`src/rtl/mux_arb_pkg.sv`:
```
// Shared definitions for the N-to-1 arbitrated mux: selection modes and an index helper.
package mux_arb_pkg;

    typedef enum logic [1:0] {
        MODE_MANUAL = 2'b00,
        MODE_FIXED  = 2'b01,
        MODE_RR     = 2'b10,
        MODE_RR_ALT = 2'b11
    } mode_e;

    // Widest one-hot vector the index helper accepts.
    localparam int unsigned MAX_N = 32;

    function automatic int unsigned onehot_to_idx(input logic [MAX_N-1:0] oh);
        int unsigned idx;
        idx = 0;
        for (int unsigned i = 0; i < MAX_N; i++) begin
            if (oh[i]) idx = idx | i;
        end
        return idx;
    endfunction

endpackage

```
`src/rtl/rr_arbiter.sv`:
```
// Combinational grant generation for manual, fixed-priority and round-robin selection.
module rr_arbiter
    import mux_arb_pkg::*;
#(
    parameter  int unsigned N     = 4,
    localparam int unsigned SEL_W = $clog2(N)
) (
    input  logic [N-1:0]     req,
    input  logic [SEL_W-1:0] ptr,
    input  logic [1:0]       mode,
    input  logic [SEL_W-1:0] sel,
    output logic [N-1:0]     grant,
    output logic [SEL_W-1:0] grant_idx
);

    localparam int unsigned SEL_SPAN = 2 ** SEL_W;

    logic [SEL_SPAN-1:0] req_ext;
    logic [SEL_SPAN-1:0] man_grant;
    logic                found;
    logic [SEL_W-1:0]    idx;

    // Widening to the full select range makes sel >= N land on dropped bits, i.e. no grant.
    always_comb begin
        req_ext          = '0;
        req_ext[N-1:0]   = req;
        man_grant        = '0;
        man_grant[sel]   = req_ext[sel];
    end

    always_comb begin
        grant = '0;
        found = 1'b0;
        idx   = '0;
        case (mode_e'(mode))
            MODE_MANUAL: grant = man_grant[N-1:0];
            MODE_FIXED: begin
                for (int unsigned i = 0; i < N; i++) begin
                    if (!found && req[i]) begin
                        grant[i] = 1'b1;
                        found    = 1'b1;
                    end
                end
            end
            default: begin
                for (int unsigned i = 0; i < N; i++) begin
                    idx = SEL_W'((32'(ptr) + i) % N);
                    if (!found && req[idx]) begin
                        grant[idx] = 1'b1;
                        found      = 1'b1;
                    end
                end
            end
        endcase
    end

    assign grant_idx = SEL_W'(onehot_to_idx(MAX_N'(grant)));

endmodule

```
`src/rtl/mux_nx1_arb.sv`:
```
// N-input registered mux with valid/ready handshakes and selectable arbitration.
module mux_nx1_arb
    import mux_arb_pkg::*;
#(
    parameter  int unsigned N     = 4,
    parameter  int unsigned W     = 8,
    localparam int unsigned SEL_W = $clog2(N)
) (
    input  logic             clk,
    input  logic             rst_n,
    input  logic [1:0]       mode,
    input  logic [SEL_W-1:0] sel,
    input  logic [N-1:0]     in_valid,
    output logic [N-1:0]     in_ready,
    input  logic [N*W-1:0]   in_data,
    output logic             out_valid,
    input  logic             out_ready,
    output logic [W-1:0]     out_data,
    output logic [SEL_W-1:0] out_chan
);

    logic [N-1:0]     grant;
    logic [SEL_W-1:0] grant_idx;
    logic [SEL_W-1:0] rr_ptr;
    logic [W-1:0]     grant_data;
    logic             accept;
    logic             take;

    rr_arbiter #(.N(N)) u_arb (
        .req       (in_valid),
        .ptr       (rr_ptr),
        .mode      (mode),
        .sel       (sel),
        .grant     (grant),
        .grant_idx (grant_idx)
    );

    assign accept   = !out_valid || out_ready;
    assign take     = accept && (|grant);
    assign in_ready = (accept && rst_n) ? grant : '0;

    always_comb begin
        grant_data = '0;
        for (int unsigned i = 0; i < N; i++) begin
            if (grant[i]) grant_data = grant_data | in_data[i*W +: W];
        end
    end

    always_ff @(posedge clk or negedge rst_n) begin
        if (!rst_n) begin
            out_valid <= 1'b0;
            out_data  <= '0;
            out_chan  <= '0;
            rr_ptr    <= '0;
        end else begin
            if (accept) begin
                out_valid <= |grant;
                if (|grant) begin
                    out_data <= grant_data;
                    out_chan <= grant_idx;
                end
            end
            // mode[1] covers both round-robin encodings (10 and 11).
            if (take && mode[1]) begin
                rr_ptr <= (grant_idx == SEL_W'(N - 1)) ? '0 : grant_idx + 1'b1;
            end
        end
    end

endmodule
```
`config.mk`:
```
export PLATFORM = sky130hd
export DESIGN_NAME = mux_nx1_arb
export DESIGN_NICKNAME = d
export VERILOG_FILES = /design/src/rtl/mux_arb_pkg.sv /design/src/rtl/rr_arbiter.sv /design/src/rtl/mux_nx1_arb.sv
export SDC_FILE = /design/constraint.sdc
export NUM_CORES = 1
export LEC_CHECK = 0
export CAP_MARGIN = 20
export CORE_MARGIN = 2
export CORE_UTILIZATION = 44
export CTS_CLUSTER_SIZE = 12
export DETAILED_ROUTE_END_ITERATION = 8
export PLACE_DENSITY = 0.8
export RECOVER_POWER = 25
export SYNTH_ARGS = -nofsm -noshare
export SYNTH_HDL_FRONTEND = slang
export SYNTH_SLANG_ARGS = --single-unit
export TNS_END_PERCENT = 50
```
`constraint.sdc`:
```
create_clock -name clk -period 3.58 [get_ports clk]
set_input_delay 0.537 -clock clk [delete_from_list [all_inputs] [get_ports clk]]
set_output_delay 0.537 -clock clk [all_outputs]
set_load 0.03 [all_outputs]
```
======== Word level (Yosys, flattened, before mapping) ========
Cells that the tools add are included.
word-level totals
  memory bits (writable) .................. 0
  latch bits .............................. 0
  bits in read-only memories .............. 0
  flip-flop bits (word level) ............. 13
  memories kept ........................... 0
  word-level logic and storage cells ...... 105
  input bits .............................. 43
operators by class
  reduce and logical (&&, ||, !) cells .... 26
  divide/modulo/power cells ............... 0
  bitwise operators ....................... 7
  multipliers ............................. 0
  $lt $le $gt $ge ......................... 10
  add/subtract/negate cells ............... 4
  shifts and indexed selects .............. 0
  equal/unequal tests ..................... 2
  mux-type cells .......................... 52
operators by type and width
  cell                                                               count
  two-way mux 4 bit                                                  8
  two-way mux 8 bit                                                  4
  two-way mux 1 bit                                                  26
  OR 8 bit                                                           3
  less-than comparator 2 x 3 -> 1 bit, second input constant         5
  logical AND 1 bit                                                  14
  OR 4 bit                                                           3
  binary-select mux 1 bit (select 2 bit)                             5
  demux 1 bit (select 2 bit)                                         5
  greater-or-equal comparator 2 x 1 -> 1 bit, second input constant  5
  one-hot mux 4 bit (2 select lines)                                 1
  logical NOT 1 bit                                                  7
  two-way mux 2 bit                                                  3
  adder 2 x 1 -> 2 bit, second input constant                        2
  adder 2 bit, second input constant                                 2
  bitwise AND 4 bit                                                  1
  OR reduction 4 bit                                                 1
  equality test 2 x 1 -> 1 bit, second input constant                1
  equality test 2 bit, second input constant                         1
  logical NOT 2 bit                                                  1
  AND reduction 2 bit                                                1
  OR reduction 2 bit                                                 1
  logical OR 1 bit                                                   1

======== Longest topological paths before layout ========
  word-level depth ........................ 23
  gate-level depth with buffers ........... 12

======== Cells and area by module ========
A second synthesis with hierarchy kept.
second synthesis, totals
  cells, all modules ...................... 134
  area, all modules ....................... 1206.2 um^2
modules (own cells, without submodules)
  module       times used  seq. area each (um^2)  cells each  area an instance (um^2)
  mux_nx1_arb  1           325.3                  67          711.9
  rr_arbiter   1           0.0                    67          494.2

======== Least setup slack after synthesis ========
No wires, ideal clock.
  path type ............................... register -> output
  from .................................... reg rr_ptr[0]
  to ...................................... out in_ready[1]
  cell stages (with the launch flop) ...... 11
  data arrival time ....................... 2666 ps
  setup slack ............................. 377 ps
  data required time ...................... 3043 ps
  cell sequence ........................... dfrtp_1 -> buf_6 -> inv_1 -> ha_1 -> mux4_2 -> or3b_1 -> buf_4 -> nor2_1 -> a32o_1 -> buf_4 -> and3_1
on the way
  word-level cells in the longest chain between the ends .. 17
  elaborated cells on any way between the ends .. 55
  those cells by class .................... 3 x add/sub; 8 x order compare; 31 x mux; 3 x bitwise; 10 x reduce/logical
RTL lines
  element                                                                                       RTL line           text
  start, declared                                                                               mux_nx1_arb.sv:24  logic [SEL_W-1:0] rr_ptr;
  start signal, assigned                                                                        mux_nx1_arb.sv:65  rr_ptr <= (grant_idx == SEL_W'(N - 1)) ? '0 : grant_idx + 1'b1;
  parallel branches: the longest is 14 deep, another holds less-than comparator 2 x 3 -> 1 bit  --
  two-way mux 4 bit *                                                                           rr_arbiter.sv:48   if (!found && req[idx]) begin
  one-hot mux 4 bit (2 select lines) *                                                          rr_arbiter.sv:35   case (mode_e'(mode))
  two-way mux 4 bit *                                                                           mux_nx1_arb.sv:40  assign in_ready = (accept && rst_n) ? grant : '0;
  end, declared                                                                                 mux_nx1_arb.sv:14  output logic [N-1:0] in_ready,
Mark *: on every way between the ends. The select of a mux whose other input is x is not followed.

======== Worst setup path after layout ========
  from .................................... in in_valid[0]
  to ...................................... out in_ready[0]
on the way
  word-level cells in the longest chain between the ends .. 17
  elaborated cells on any way between the ends .. 36
  those cells by class .................... 26 x mux; 4 x bitwise; 6 x reduce/logical
RTL lines
  element                                  RTL line           text
  start, declared                          mux_nx1_arb.sv:13  input logic [N-1:0] in_valid,
  binary-select mux 1 bit (select 2 bit)   rr_arbiter.sv:48
  two-way mux 1 bit (not written as such)  rr_arbiter.sv:48
  two-way mux 1 bit                        rr_arbiter.sv:48
  two-way mux 1 bit                        rr_arbiter.sv:35
  logical NOT 1 bit                        rr_arbiter.sv:48
  logical AND 1 bit                        rr_arbiter.sv:48
  two-way mux 1 bit                        rr_arbiter.sv:48
  two-way mux 1 bit                        rr_arbiter.sv:35
  logical NOT 1 bit                        rr_arbiter.sv:48
  logical AND 1 bit                        rr_arbiter.sv:48
  two-way mux 1 bit                        rr_arbiter.sv:48
  two-way mux 1 bit                        rr_arbiter.sv:35
  logical NOT 1 bit                        rr_arbiter.sv:48
  logical AND 1 bit                        rr_arbiter.sv:48
  two-way mux 4 bit                        rr_arbiter.sv:48
  one-hot mux 4 bit (2 select lines) *     rr_arbiter.sv:35
  two-way mux 4 bit *                      mux_nx1_arb.sv:40
Every way passes the cells marked *; elsewhere a longest branch is shown, timed or not. The select of a mux whose other input is x is not followed.

==> results_dict.tcl <==
set metrics [dict create \
    status "complete, no violations" \
    overflow 0 \
    synth_cell_types 46 \
    num-nets-final 276 \
    hold-path-cell-count 2 \
    clk_latency_ns 0.28 \
    p_switching_w 0.000778 \
    setup_viol 0 \
    combPwrFrac 0.770 \
    crit_fanout 9 \
    avgViaCountPerCell 6.07 \
    post_cts_buffers 0 \
    worstPathArrival_ns 2.93 \
    dieHeight_microns 62.6 \
    initial_core_util 0.456 \
    cts_tree "yes" \
    hold_path_class "flop to flop" \
    drtIter0Drc 105 \
    n_antenna_cell 0 \
    hpwl_microns 3640 \
    rr_worst_depth 9 \
    portBuffers 57 \
    min_from "out_data[4]" \
    drive_gt1_frac 0.129 \
    die_area_sq_mm 0.00392 \
    fp-row-count 21 \
    synth_ff_type "dfrtp_1" \
    drv_cap 0 \
    period_share 0.967 \
    p_int_w 0.000806 \
    synth_edf_count 0 \
    drc 0 \
    synth_seq_cells 13 \
    switching_share 0.491 \
    fillers 302 \
    r2r-end "out_data[6]" \
    min_to "out_data[4]" \
    slew_headroom 0.480 \
    synth_fp_nets 214 \
    setup_tns_ns 0 \
    leakage_nw 0.928 \
    cts_root_buf "clkbuf_4" \
    multi_input_area_sq_mm 0.00104 \
    final_common_cell "clkdlybuf4s50_1" \
    cts_buffers 3 \
    place.gp.congestion 0.831 \
    die_w_microns 62.6 \
    cts_hold_buffers 0 \
    ant_nets 0 \
    wl_per_cell_microns 17.0 \
    post-route-util 0.653 \
    cts_resized 0 \
    core_area_sq_mm 0.00331 \
    r2r-start "rr_ptr[1]" \
    r2r_slack_ns 0.39 \
    cts.clk_slew.worst_paths_ns 0.07 \
    ys_seq_area_frac 0.215 \
    required_ns 3.04 \
    p_total_w 0.00158 \
    h-tree-depth 1 \
    finalCriticalPeriod_ns 3.46 \
    firstDrtPassIters 4 \
    end_kind "output pin" \
    hold_viol_final 0 \
    finClkSkew_ns 0.00796 \
    grt_usage 0.233 \
    io_pins 58 \
    mappedNetlistArea_sq_mm 0.00151 \
    worstSetupPathType "primary input to output pin" \
    grt_max_degree 18 \
    dr_total_vias 1644 \
    grt_pass1_vias 1611 \
    wirelength_microns 4620 \
    cts_num_sinks 13 \
    rsz0062_at_grt "no" \
    antenna_found_initial 0 \
    ir_drop_mv 0.375 \
    synth_warnings 0 \
    cts_buffer_depth 2 \
    layout_common_cells "52 x clkdlybuf4s50_1, 18 x inv_1, 14 x buf_4" \
    syn_avg_cell_area_sq_um 9.21 \
    synthCells 164 \
    pwr-share-seq 0.174 \
    startpoint_type "primary input" \
    clock_power_share 0.056 \
    tightest_slew_ns 0.780 \
    grt_pass1_wl_microns 7470 \
    seq_area_sq_um 327 \
    area_delta_synth_final_pct 43.2 \
    slew_violations 0 \
    p_per_area_mw_per_mm2 733 \
    fmax_ghz 0.289 \
    async_flop_share 1.00 \
]
## synth_stat cells (all sizes together) (5+ instances only)
library cell,n,area share
a221o,10,0.067
buf,7,0.040
nor3,9,0.030
a22o,10,0.058
ha,7,0.058
and3,13,0.055
a21oi,5,0.017
a2111oi,8,0.046
dfrtp,13,0.22
a22oi,8,0.040
inv,18,0.045
mux2i,8,0.053
## through the flow
| step | setup slack, ns | instances | cell area [sq um] | hold slack [ns] |
|---|---|---|---|---|
| final | 0.117 | 271 | 2160 | 0.523 |
| after global routing | 0.0518 | 271 | 2160 | 0.553 |
| after CTS | 0.0771 | 271 | 2160 | 0.526 |
| after detailed placement | -0.00144 | 267 | 2140 | 0.511 |
| after global placement | 0.157 | 267 | 2140 | 0.499 |
| after floorplan | 0.377 | 164 | 1510 | 0.241 |
## critical path: stages
cell and delay (ns):
clkdlybuf4s50_1 0.52, mux4_1 0.60, and2b_1 0.21, a221o_2 0.43, a22o_1 0.27, and3_1 0.20, buf_4 0.16
## worst max path at each step
| stage | start | cells past startpoint | endpoint |
|---|---|---|---|
| 6_report | in_valid[0] | 7 | in_ready[0] |
| 5_1_grt | in_valid[0] | 7 | in_ready[0] |
| 4_1_cts | rr_ptr[1] | 8 | in_ready[0] |
| 3_5_place_dp | in_valid[0] | 8 | out_data[6] |
| 3_3_place_gp | in_valid[0] | 8 | out_data[1] |
| 2_1_floorplan | rr_ptr[0] | 10 | in_ready[1] |
## registers in the layout (all words and copies together), names as in the netlist
| signal | flops |
|---|---|
| out_chan | 2 |
| out_data | 8 |
| out_valid | 1 |
| rr_ptr | 2 |
## power groups by stage
stage	logic [W]	clock network, W	registers (W)
after floorplan	0.000706	0	0.000400
after global placement	0.00117	0	0.000270
after detailed placement	0.00121	0	0.000276
after CTS	0.00121	0.0000907	0.000275
after global routing	0.00132	0.0000967	0.000287
final	0.00122	0.0000886	0.000276
## final cells by class
| cell class | count | area share |
|---|---|---|
| inverter | 18 | 0.0313 |
| sequential | 13 | 0.151 |
| tap | 46 | 0.0266 |
| multi-input combinational | 122 | 0.483 |
| timing repair buffer | 68 | 0.296 |
| clock buffer | 4 | 0.0122 |
## per-layer routing
metal	part of all wire	global-route usage	wire, microns
met4	0.0076	0.0806	35
met2	0.50	0.401	2290
met3	0.080	0.0234	368
met1	0.42	0.306	1920
met5	0	0	0
## logic make-up after synthesis
| group | synth area share |
|---|---|
| compound gates | 0.339 |
| simple gates | 0.170 |
| buf+inv | 0.0944 |
| flops | 0.215 |
| mux | 0.118 |
| fa+ha+maj | 0.0580 |
| xor+xnor | 0.00580 |
No activity file was read; power rests on OpenSTA's default activity.
